--- src/rtl/uart_cmd_seq_pkg.sv ---
// seg_uart_pkg: shared types and constants for the UART command sequencer.
//   state_e       : frame-assembly FSM states
//   SYNC_BYTE_DEF : default frame start marker
//   FRAME_LEN     : bytes per frame (sync, cmd, data_hi, data_lo, chk)
//   frame_chk()   : frame checksum helper
package seg_uart_pkg;

  typedef enum logic [2:0] {
    IDLE = 3'd0,
    CMD  = 3'd1,
    DHI  = 3'd2,
    DLO  = 3'd3,
    CHK  = 3'd4
  } state_e;

  localparam logic [7:0] SYNC_BYTE_DEF = 8'hA5;
  localparam int         FRAME_LEN     = 5;

  // XOR checksum over the three payload bytes of a frame.
  function automatic logic [7:0] frame_chk(input logic [7:0] c,
                                           input logic [7:0] hi,
                                           input logic [7:0] lo);
    return c ^ hi ^ lo;
  endfunction

endpackage

--- src/rtl/uart_cmd_seq_if.sv ---
// uart_cmd_seq_if: receiver-side and consumer-side signals of the command
// sequencer, bundled into one interface.
//   rx_rdy/rx_data : byte-ready flag and byte from the UART receiver
//   clr_rdy        : one-cycle pulse clearing the receiver's ready flag
//   clr_cmd_rdy    : consumer acknowledge of the held command
//   cmd_rdy/cmd/cmd_data : validated command and its operand
//   frame_err      : one-cycle pulse on checksum failure or timeout
//   overrun        : one-cycle pulse when an unacknowledged command is overwritten
// slave = the sequencer, master = the environment around it.
interface uart_cmd_seq_if;
  logic        rx_rdy;
  logic [7:0]  rx_data;
  logic        clr_rdy;
  logic        clr_cmd_rdy;
  logic        cmd_rdy;
  logic [7:0]  cmd;
  logic [15:0] cmd_data;
  logic        frame_err;
  logic        overrun;

  modport slave (
    input  rx_rdy, rx_data, clr_cmd_rdy,
    output clr_rdy, cmd_rdy, cmd, cmd_data, frame_err, overrun
  );

  modport master (
    output rx_rdy, rx_data, clr_cmd_rdy,
    input  clr_rdy, cmd_rdy, cmd, cmd_data, frame_err, overrun
  );
endinterface

--- src/rtl/uart_cmd_seq_tmr.sv ---
// uart_frame_tmr: inter-byte gap counter.
//   clk, rst : clock and synchronous active-high reset
//   clr      : clear the count (byte accepted, or no frame in progress)
//   en       : count one cycle of silence
//   expired  : count has reached TIMEOUT_CYCLES-1
module uart_frame_tmr #(
  parameter int TIMEOUT_CYCLES = 50000
) (
  input  logic clk,
  input  logic rst,
  input  logic clr,
  input  logic en,
  output logic expired
);

  localparam int              CW   = (TIMEOUT_CYCLES > 1) ? $clog2(TIMEOUT_CYCLES) : 1;
  localparam logic [CW-1:0]   LAST = CW'(TIMEOUT_CYCLES - 1);

  logic [CW-1:0] cnt_r;

  // Gap counter; saturates at LAST so it can never wrap back to a small value.
  always_ff @(posedge clk) begin
    if (rst) begin
      cnt_r <= {CW{1'b0}};
    end else if (clr) begin
      cnt_r <= {CW{1'b0}};
    end else if (en && !expired) begin
      cnt_r <= cnt_r + CW'(1);
    end
  end

  assign expired = (cnt_r == LAST);

endmodule

--- src/rtl/uart_cmd_seq.sv ---
// uart_cmd_seq: assembles 5-byte frames {SYNC_BYTE, cmd, data_hi, data_lo, chk}
// from a UART receiver and presents validated commands to a consumer.
//   clk : sole clock, rising edge
//   rst : synchronous active-high reset
//   bus : uart_cmd_seq_if.slave (receiver handshake + command outputs)
// A byte is taken when rx_rdy=1 and clr_rdy=0; clr_rdy follows one cycle later,
// which also masks the receiver's still-high flag during that cycle.
module uart_cmd_seq
  import seg_uart_pkg::*;
#(
  parameter logic [7:0] SYNC_BYTE      = SYNC_BYTE_DEF,
  parameter int         TIMEOUT_CYCLES = 50000
) (
  input  logic          clk,
  input  logic          rst,
  uart_cmd_seq_if.slave bus
);

  state_e      state_r, state_nxt;
  logic        accept_s, expired_s;
  logic        ld_cmd_s, ld_dhi_s, ld_dlo_s, commit_s, err_s;
  logic        clr_rdy_r, cmd_rdy_r, frame_err_r, overrun_r;
  logic [7:0]  cmd_sh_r, dhi_sh_r, dlo_sh_r, cmd_r;
  logic [15:0] cmd_data_r;

  assign accept_s = bus.rx_rdy & ~clr_rdy_r;

  // Counter is parked at zero in IDLE and restarts on every accepted byte.
  uart_frame_tmr #(.TIMEOUT_CYCLES(TIMEOUT_CYCLES)) u_tmr (
    .clk     (clk),
    .rst     (rst),
    .clr     (accept_s | (state_r == IDLE)),
    .en      (state_r != IDLE),
    .expired (expired_s)
  );

  // FSM state register.
  always_ff @(posedge clk) begin
    if (rst) begin
      state_r <= IDLE;
    end else begin
      state_r <= state_nxt;
    end
  end

  // Next-state and strobe decode; an accepted byte always beats a timeout.
  always_comb begin
    state_nxt = state_r;
    ld_cmd_s  = 1'b0;
    ld_dhi_s  = 1'b0;
    ld_dlo_s  = 1'b0;
    commit_s  = 1'b0;
    err_s     = 1'b0;
    case (state_r)
      IDLE: begin
        if (accept_s && (bus.rx_data == SYNC_BYTE)) begin
          state_nxt = CMD;
        end else begin
          state_nxt = IDLE;
        end
      end
      CMD: begin
        if (accept_s) begin
          ld_cmd_s  = 1'b1;
          state_nxt = DHI;
        end else if (expired_s) begin
          err_s     = 1'b1;
          state_nxt = IDLE;
        end else begin
          state_nxt = CMD;
        end
      end
      DHI: begin
        if (accept_s) begin
          ld_dhi_s  = 1'b1;
          state_nxt = DLO;
        end else if (expired_s) begin
          err_s     = 1'b1;
          state_nxt = IDLE;
        end else begin
          state_nxt = DHI;
        end
      end
      DLO: begin
        if (accept_s) begin
          ld_dlo_s  = 1'b1;
          state_nxt = CHK;
        end else if (expired_s) begin
          err_s     = 1'b1;
          state_nxt = IDLE;
        end else begin
          state_nxt = DLO;
        end
      end
      CHK: begin
        if (accept_s) begin
          state_nxt = IDLE;
          if (bus.rx_data == frame_chk(cmd_sh_r, dhi_sh_r, dlo_sh_r)) begin
            commit_s = 1'b1;
          end else begin
            err_s = 1'b1;
          end
        end else if (expired_s) begin
          err_s     = 1'b1;
          state_nxt = IDLE;
        end else begin
          state_nxt = CHK;
        end
      end
      default: begin
        state_nxt = IDLE;
      end
    endcase
  end

  // Shadow registers, command outputs and status pulses.
  always_ff @(posedge clk) begin
    if (rst) begin
      clr_rdy_r   <= 1'b0;
      frame_err_r <= 1'b0;
      overrun_r   <= 1'b0;
      cmd_rdy_r   <= 1'b0;
      cmd_sh_r    <= 8'h00;
      dhi_sh_r    <= 8'h00;
      dlo_sh_r    <= 8'h00;
      cmd_r       <= 8'h00;
      cmd_data_r  <= 16'h0000;
    end else begin
      clr_rdy_r   <= accept_s;
      frame_err_r <= err_s;
      overrun_r   <= commit_s & cmd_rdy_r & ~bus.clr_cmd_rdy;
      if (ld_cmd_s) cmd_sh_r <= bus.rx_data;
      if (ld_dhi_s) dhi_sh_r <= bus.rx_data;
      if (ld_dlo_s) dlo_sh_r <= bus.rx_data;
      // A completing frame wins over a simultaneous acknowledge.
      if (commit_s) begin
        cmd_r      <= cmd_sh_r;
        cmd_data_r <= {dhi_sh_r, dlo_sh_r};
        cmd_rdy_r  <= 1'b1;
      end else if (bus.clr_cmd_rdy) begin
        cmd_rdy_r  <= 1'b0;
      end
    end
  end

  assign bus.clr_rdy   = clr_rdy_r;
  assign bus.cmd_rdy   = cmd_rdy_r;
  assign bus.cmd       = cmd_r;
  assign bus.cmd_data  = cmd_data_r;
  assign bus.frame_err = frame_err_r;
  assign bus.overrun   = overrun_r;

endmodule

--- src/flat_wrapper.sv ---
// flat-port wrapper written by rule: the top's interface ports become plain ports
module uart_cmd_seq_flat import seg_uart_pkg::*;
#(
  parameter logic [7:0] SYNC_BYTE      = SYNC_BYTE_DEF,
  parameter int         TIMEOUT_CYCLES = 50000
)
  (clk, rst, bus_rx_rdy, bus_rx_data, bus_clr_cmd_rdy, bus_clr_rdy, bus_cmd_rdy, bus_cmd, bus_cmd_data, bus_frame_err, bus_overrun);
  uart_cmd_seq_if bus_i ();
  input  logic clk;
  input  logic rst;
  input wire logic [$bits(bus_i.rx_rdy)-1:0] bus_rx_rdy;
  input wire logic [$bits(bus_i.rx_data)-1:0] bus_rx_data;
  input wire logic [$bits(bus_i.clr_cmd_rdy)-1:0] bus_clr_cmd_rdy;
  output wire logic [$bits(bus_i.clr_rdy)-1:0] bus_clr_rdy;
  output wire logic [$bits(bus_i.cmd_rdy)-1:0] bus_cmd_rdy;
  output wire logic [$bits(bus_i.cmd)-1:0] bus_cmd;
  output wire logic [$bits(bus_i.cmd_data)-1:0] bus_cmd_data;
  output wire logic [$bits(bus_i.frame_err)-1:0] bus_frame_err;
  output wire logic [$bits(bus_i.overrun)-1:0] bus_overrun;
  assign bus_i.rx_rdy = bus_rx_rdy;
  assign bus_i.rx_data = bus_rx_data;
  assign bus_i.clr_cmd_rdy = bus_clr_cmd_rdy;
  assign bus_clr_rdy = bus_i.clr_rdy;
  assign bus_cmd_rdy = bus_i.cmd_rdy;
  assign bus_cmd = bus_i.cmd;
  assign bus_cmd_data = bus_i.cmd_data;
  assign bus_frame_err = bus_i.frame_err;
  assign bus_overrun = bus_i.overrun;
  uart_cmd_seq #(.SYNC_BYTE(SYNC_BYTE), .TIMEOUT_CYCLES(TIMEOUT_CYCLES)) u_core (.clk(clk), .rst(rst), .bus(bus_i));
endmodule
--- config.mk ---
export PLATFORM = sky130hd
export DESIGN_NAME = uart_cmd_seq_flat
export DESIGN_NICKNAME = d
export VERILOG_FILES = /design/src/rtl/uart_cmd_seq_pkg.sv /design/src/rtl/uart_cmd_seq_if.sv /design/src/rtl/uart_cmd_seq_tmr.sv /design/src/rtl/uart_cmd_seq.sv /design/src/flat_wrapper.sv
export SDC_FILE = /design/constraint.sdc
export NUM_CORES = 1
export LEC_CHECK = 0
export CELL_PAD_IN_SITES_DETAIL_PLACEMENT = 1
export CELL_PAD_IN_SITES_GLOBAL_PLACEMENT = 1
export CORE_AREA = 10 10 100 102
export CTS_CLUSTER_SIZE = 8
export DETAILED_ROUTE_END_ITERATION = 12
export DIE_AREA = 0 0 110 112
export GPL_TIMING_DRIVEN = 0
export PLACE_DENSITY = 0.85
export SETUP_SLACK_MARGIN = 0.02
export SLEW_MARGIN = 20
export SYNTH_ARGS = -nofsm -noshare
export SYNTH_HDL_FRONTEND = slang
export SYNTH_SLANG_ARGS = --single-unit
--- constraint.sdc ---
create_clock -name clk -period 4.7 [get_ports clk]
set_input_delay 0.47 -clock clk [delete_from_list [all_inputs] [get_ports clk]]
set_output_delay 0.47 -clock clk [all_outputs]
set_load 0.01 [all_outputs]
* Word-level counts from Yosys, hierarchy flattened *
Index checks and enable logic that the tools add are counted.

cells by class
  equal/unequal tests = 7
  bitwise gates (word level) = 8
  $add $sub $neg = 1
  reduce and logical (&&, ||, !) cells = 8
  muxes and demuxes = 24

operators by type and width
  kind                                           count
  adder 16 x 1 -> 16 bit, second input constant  1
  == test 16 bit, second input constant          1
  bitwise XOR 8 bit                              2
  two-way mux 1 bit                              15
  two-way mux 3 bit                              5
  case mux 3 bit (5 select lines)                1
  == test 8 bit                                  1
  == test 8 bit, second input constant           1
  == test 3 x 2 -> 1 bit, second input constant  2
  two-way mux 2 bit                              2
  bitwise AND 1 bit                              3
  == test 3 x 1 -> 1 bit, second input constant  1
  == test 3 bit, second input constant           1
  logical NOT 3 bit                              1
  nonzero test 3 bit                             1
  OR reduction 3 bit                             1
  logical AND 1 bit                              2
  NOT 1 bit                                      2
  case mux 1 bit (2 select lines)                1
  nonzero test 2 bit                             1
  OR reduction 2 bit                             1
  logical NOT 1 bit                              1
  bitwise OR 1 bit                               1

storage, ports and cells
  input port bits = 12
  register bits after elaboration = 71
  output and inout bits = 28
  logic and storage cells = 59

* Logic depth before layout (Yosys ltp) *
Gate-level depths: netlist of run 1.

  depth after elaboration = 8
  gate-level depth with buffers = 7
  mapped depth without buffers = 6

* Cells and area by module *
From an unflattened synthesis of run 1, not the netlist that was laid out.

second synthesis, totals
  cell total of the unflattened synthesis = 341
  area, all modules = 3280.6 um^2

modules (own cells, without submodules)
  module          area an instance (um^2)  cells each  sequential area each (um^2)  times used
  uart_cmd_seq    2492.4                   251         1101.1                       1
  uart_frame_tmr  788.3                    90          320.3                        1

* Least setup slack after synthesis of run 1 *
OpenSTA, ideal clock, no wires.

  path type = in2reg
  from = in bus_rx_data[7]
  to = reg u_core.cmd_r[3], in the netlist u_core.bus.cmd[3]
  arrival time = 1.779 ns
  path buffers = 1
  required time = 4.628 ns
  stages on the path = 6
  setup time = 0.072 ns
  slack = 2.850 ns
  path through = xnor2_1 -> xnor2_1 -> or3_4 -> nor3_4 -> buf_8 -> mux2i_1

between the ends
  cells in the longest elaborated chain, start to end = 4

ends and longest elaborated chain
  what                    RTL line             source
  start: declaration      flat_wrapper.sv:12   input wire logic [$bits(bus_i.rx_data)-1:0] bus_rx_data;
  == test 8 bit           uart_cmd_seq.sv:98   if (bus.rx_data == frame_chk(cmd_sh_r, dhi_sh_r, dlo_sh_r)) begin
  two-way mux 1 bit       uart_cmd_seq.sv:98
  two-way mux 1 bit       uart_cmd_seq.sv:96   if (accept_s) begin
  two-way mux 1 bit       uart_cmd_seq.sv:54   case (state_r)
  end signal: assignment  uart_cmd_seq.sv:137  cmd_r <= cmd_sh_r;
  end: declaration        uart_cmd_seq.sv:23   logic [7:0] cmd_sh_r, dhi_sh_r, dlo_sh_r, cmd_r;

Every way passes these cells.
A chain may end at the register's enable or synchronous reset.

* Final worst setup path of run 1 *
  from = in bus_rx_data[2]
  to = reg u_core.cmd_r[3], in the netlist u_core.bus.cmd[3]

The elaborated chain is that of the path after synthesis.

==> metrics.sh, run 1 <==
SYNTHTOLAYOUTAREAGROWTH_PCT=22.0
CTS.REPAIR.RESIZED=0
CTS_MADE_BUFFERS=9
INITIAL_UTILIZATION_PCT=40.1
ROUTE.DETAILED.DRC=0
CRITICAL-PATH-TOP-DELAY-FAMILY='buffers and inverters'
DETAIL_ROUTE.FIRST_PASS.ITERATIONS=4
GRT_START_MAX_NET_PINS=12
SYNTH.YOSYS.WARNINGS=0
FINAL-MAX-SLEW-VIOLATION-COUNT=0
DIE_AREA_UM2=12300
FLOORPLAN.DIE.WIDTH_UM=110
PERIOD_NEEDED_NS=2.37
FIRST_PASS_GRT_WIRE_LENGTH_UM=14200
NUMBER_OF_CORE_ROWS=33
LAYOUT.NETS=397
SYNTH_SEQUENTIAL_AREA_RATIO_PCT=44.1
MAX-CAP-VIOLATIONS=0
CRITPATHKIND='in -> reg'
ACHIEVABLE_FREQUENCY_GHz=0.422
CRITICAL-PATH-MAX-STAGE-DELAY_NS=0.53
BUFFER_PORTS.INSERTED=38
TIMING.CLOCK.SKEW_NS=0.00640
TOP_LAYER='met4'
WORST_SETUP_PATH_END_KIND='flip-flop'
MULTIINPUTGATEAREA_UM2=1700
OVERALL_POWER_mW=1.14
POSTSYNTH.ASYNCRESETSHARE_PCT=0
DRTITER0DRC=111
CP.ARRIVAL_NS=2.63
SYNTH.FF_LATCH_COUNT=71
AVGVIACOUNTPERCELL=5.11
SHARE_OF_THE_CORE_FILLED_WITH_CELLS_IN_THE_FINAL_LAYOUT_PCT=48.9
DR_TOTAL_VIAS=2518
GR-USAGE-ALL-LAYERS_PCT=14.5
POSTSYNTHAREAPERCELL_UM2=9.63
COUNT_OF_H_TREE_LEVELS_BUILT_DURING_CTS=3
P_LEAK_nW=1.41
ROUTE.ANTENNA.REMAINING_NETS=0
SETUP_VIOLATIONS=0
CRIT_PATH_CELL_TRACE='clkdlybuf4s50_1 > xnor2_1 > xnor2_1 > nand4_1 > nor3_4 > buf_8 > mux2i_1'
WORSTHOLDPATHTYPE='reg -> reg'
DETAILED_PLACE_HPWL_UM=6050
MET2WIRELENGTH_UM=4300
LARGEST_DRIVER_FANOUT_ON_THE_CRITICAL_PATH=10
CTSLONGESTPATHBUFFERS=2
NETLIST_TOP_CELLS_AREA='sky130_fd_sc_hd__dfxtp_1 (44%), sky130_fd_sc_hd__mux2i_1 (15%), sky130_fd_sc_hd__nand2b_1 (9.3%), sky130_fd_sc_hd__xnor2_1 (5.4%), sky130_fd_sc_hd__nor2_1 (4.8%)'
CP_DATA_REQUIRED_TIME_NS=4.96
MET1WIRELENGTH_UM=3580
SETUP-TNS-FINAL_NS=0
CTS_POST_SETUP_BUFFERS_INSERTED=0
CLK_ROOT_BUFFER_CELL='sky130_fd_sc_hd__clkbuf_8'
WORST-PATH-BUF-INV=2
LEADING_CELL_TYPE_IN_THE_LAYOUT_FILL_AND_TAPS_EXCLUDED='sky130_fd_sc_hd__dfxtp_1'
NUMBER_OF_GLOBAL_ROUTE_VIAS_BEFORE_REPAIR=2824
ANTENNA_CELLS_INSERTED=0
RR_STARTPOINT='u_core.state_r[1]$_SDFF_PP0_'
FINAL.FILL_COUNT=930
GRT.OVERFLOW.TOTAL=0
CLK_LATENCY_NS=0.34
SYNTHESIS.INSTANCES=335
IRDROPWORSTVDD_V=0.000154
POST-SYNTH-TOP-AREA-CELL='sky130_fd_sc_hd__dfxtp_1'
TIMING.FINAL.CRIT_SHARE_PCT=50.4
MIN-DELAY-START='u_core.u_tmr.cnt_r[1]$_SDFFE_PP0P_'
GRT_SETUP_UNREPAIRED='no'
CRITICAL_PATH.SLOWEST_CELL='sky130_fd_sc_hd__clkdlybuf4s50_1'
WL_MET3_UM=356
START_KIND='primary input'
INITIAL_ANTENNA_VIOLATION_COUNT=0
MAPPEDNETLISTAREA_UM2=3230
SYNTH_TOP_AREA_SHARE_PCT=44.1
WORST_SLEW_MARGIN_REL_PCT=54.3
CTS_TREE='done'
COREAREA_UM2=8050
FINAL_CELL_MIX='sky130_fd_sc_hd__dfxtp_1 (71), sky130_fd_sc_hd__nand2b_1 (48), sky130_fd_sc_hd__mux2i_1 (48)'
IO_PINS=40
DOMINANTREGCELLSYNTH='sky130_fd_sc_hd__dfxtp_1'
CTS.SINKS=71
GPL.FINAL_WEIGHTED_CONGESTION=0.769
TIMING.FINAL.HOLD_VIOLATIONS=0
SYNTH-EDFF-COUNT=0
CHIPHEIGHT_UM=112
NETLIST-CELL-TYPE-COUNT=33
WIRELENGTH_UM=8380
CRITICAL-PATH-TOP-CELL-BY-COUNT='sky130_fd_sc_hd__xnor2_1'
WIRE_PER_INST_UM=17.0
CTSHOLDBUFFERS=0
RESULT_OF_THE_RUN='finished, final reports clean'
SYNTH_NETS=348
TIGHTEST_SLEW_NS=0.685
PATH_CLK_SLEW_NS=0.07
SEQ_AREA_UM2=1420
DRIVE_GT1_SHARE_PCT=5.93
TIMING.CRITICAL_PATH.FROM='bus_rx_data[2]'
POWER_PER_CELL_AREA_nW_PER_UM2=291
[worst paths after layout]
kind / to / slack (ns) / depth (start not counted)
setup / recovery: u_core.bus.cmd[3]$_SDFFE_PP0P_ / 2.33 / 7
hold / removal: u_core.u_tmr.cnt_r[1]$_SDFFE_PP0P_ / 0.47 / 2
setup reg to reg: u_core.bus.cmd[3]$_SDFFE_PP0P_ / 2.63 / 7
hold reg to reg: u_core.u_tmr.cnt_r[1]$_SDFFE_PP0P_ / 0.47 / 2
[through the flow]
step | worst slack [ns] | hold WS [ns] | cell area (µm²) | cells
6_report | 2.33 | 0.474 | 3940 | 493
5_1_grt | 2.17 | 0.501 | 3940 | 493
4_1_cts | 2.30 | 0.477 | 3940 | 493
3_5_place_dp | 1.95 | 0.465 | 3740 | 478
3_3_place_gp | 2.04 | 0.460 | 3740 | 478
2_1_floorplan | 2.85 | 0.449 | 3230 | 335
[synthesized netlist by cell type, drive strengths merged (4+ instances only)]
library cell / n
nand4: 5
or3: 5
nor4bb: 4
xor2: 17
nand2b: 48
nor2: 41
buf: 6
dfxtp: 71
xnor2: 20
nor3: 6
clkbuf: 14
mux2i: 48
nand2: 9
nand3: 11
a21oi: 8
[cells by family (layout without fill, tap and decap cells)]
logic type	count (synthesis)	count (layout)	share of synthesized area, %
multiplexers	48	48	14.9
adder cells (fa/ha/maj)	1	1	0.388
flip-flops	71	71	44.1
XOR/XNOR	37	37	10.0
buffers and inverters	20	73	3.18
AO/OA/AOI/OAI	15	15	2.83
AND/OR/NAND/NOR	143	143	24.6
[power breakdown]
part / internal [mW] / switching, mW
combinational: 0.0224 / 0.0269
sequential: 0.602 / 0.000360
clock: 0.271 / 0.223
total: 0.895 / 0.250
[worst min-delay path: stages, from the launching register on]
cell	delay [ns]
sky130_fd_sc_hd__dfxtp_1	0.32
sky130_fd_sc_hd__nand2_1	0.06
sky130_fd_sc_hd__a21oi_1	0.05
[routing by layer]
metal / track usage [%] / vias up
met5: 0 / -
met4: 5.56 / 0
met3: 4.04 / 14
met2: 24.8 / 42
met1: 16.4 / 1236
li1: - / 1226
[cell type report]
type / instances / share of cell area [%]
multi-input combinational: 244 / 43.2
sequential: 71 / 36.1
timing repair buffer: 38 / 9.67
clock buffer: 12 / 3.94
tap: 105 / 3.34
buffer: 20 / 2.61
clock inverter: 3 / 1.08
[sequential cells by signal (all words and copies together), names as in the netlist]
name and flops:
u_core.u_tmr.cnt_r 16, u_core.bus.cmd_data 16, u_core.state_r 3, u_core.dlo_sh_r 8
u_core.bus.frame_err 1, u_core.cmd_sh_r 8, u_core.bus.overrun 1, u_core.bus.clr_rdy 1
u_core.bus.cmd_rdy 1, u_core.bus.cmd 8, u_core.dhi_sh_r 8
Power figures use the tool's default switching activity.
==> run 2: changes to the inputs <==
==> constraint.sdc (replaced) <==
create_clock -name clk -period 2.5 [get_ports clk]
set_input_delay 0.25 -clock clk [delete_from_list [all_inputs] [get_ports clk]]
set_output_delay 0.25 -clock clk [all_outputs]
set_load 0.01 [all_outputs]
==> results of run 2 <==
The final DEF is identical to that of run 1. Status: finished, final reports clean.
Among the figures that moved: setup slack after placement 1.95 ns -> -0.0315 ns; setup slack after layout 2.33 ns -> 0.351 ns; register-to-register setup slack 2.63 ns -> 0.43 ns; total power 1.14 mW -> 2.15 mW; worst IR drop on VDD 0.000154 V -> 0.000289 V
==> run 3: changes to the inputs <==
--- a/config.mk
+++ b/config.mk
@@ -5,6 +5,7 @@
 export SDC_FILE = /design/constraint.sdc
 export NUM_CORES = 1
 export LEC_CHECK = 0
+export ABC_CLOCK_PERIOD_IN_PS = 2500
 export CELL_PAD_IN_SITES_DETAIL_PLACEMENT = 1
 export CELL_PAD_IN_SITES_GLOBAL_PLACEMENT = 1
 export CORE_AREA = 10 10 100 102
==> results of run 3 <==
The final DEF is identical to that of run 1. Status: finished, final reports clean.
Among the figures that moved: setup slack after placement 1.95 ns -> -0.0315 ns; setup slack after layout 2.33 ns -> 0.351 ns; register-to-register setup slack 2.63 ns -> 0.43 ns; total power 1.14 mW -> 2.15 mW; worst IR drop on VDD 0.000154 V -> 0.000289 V
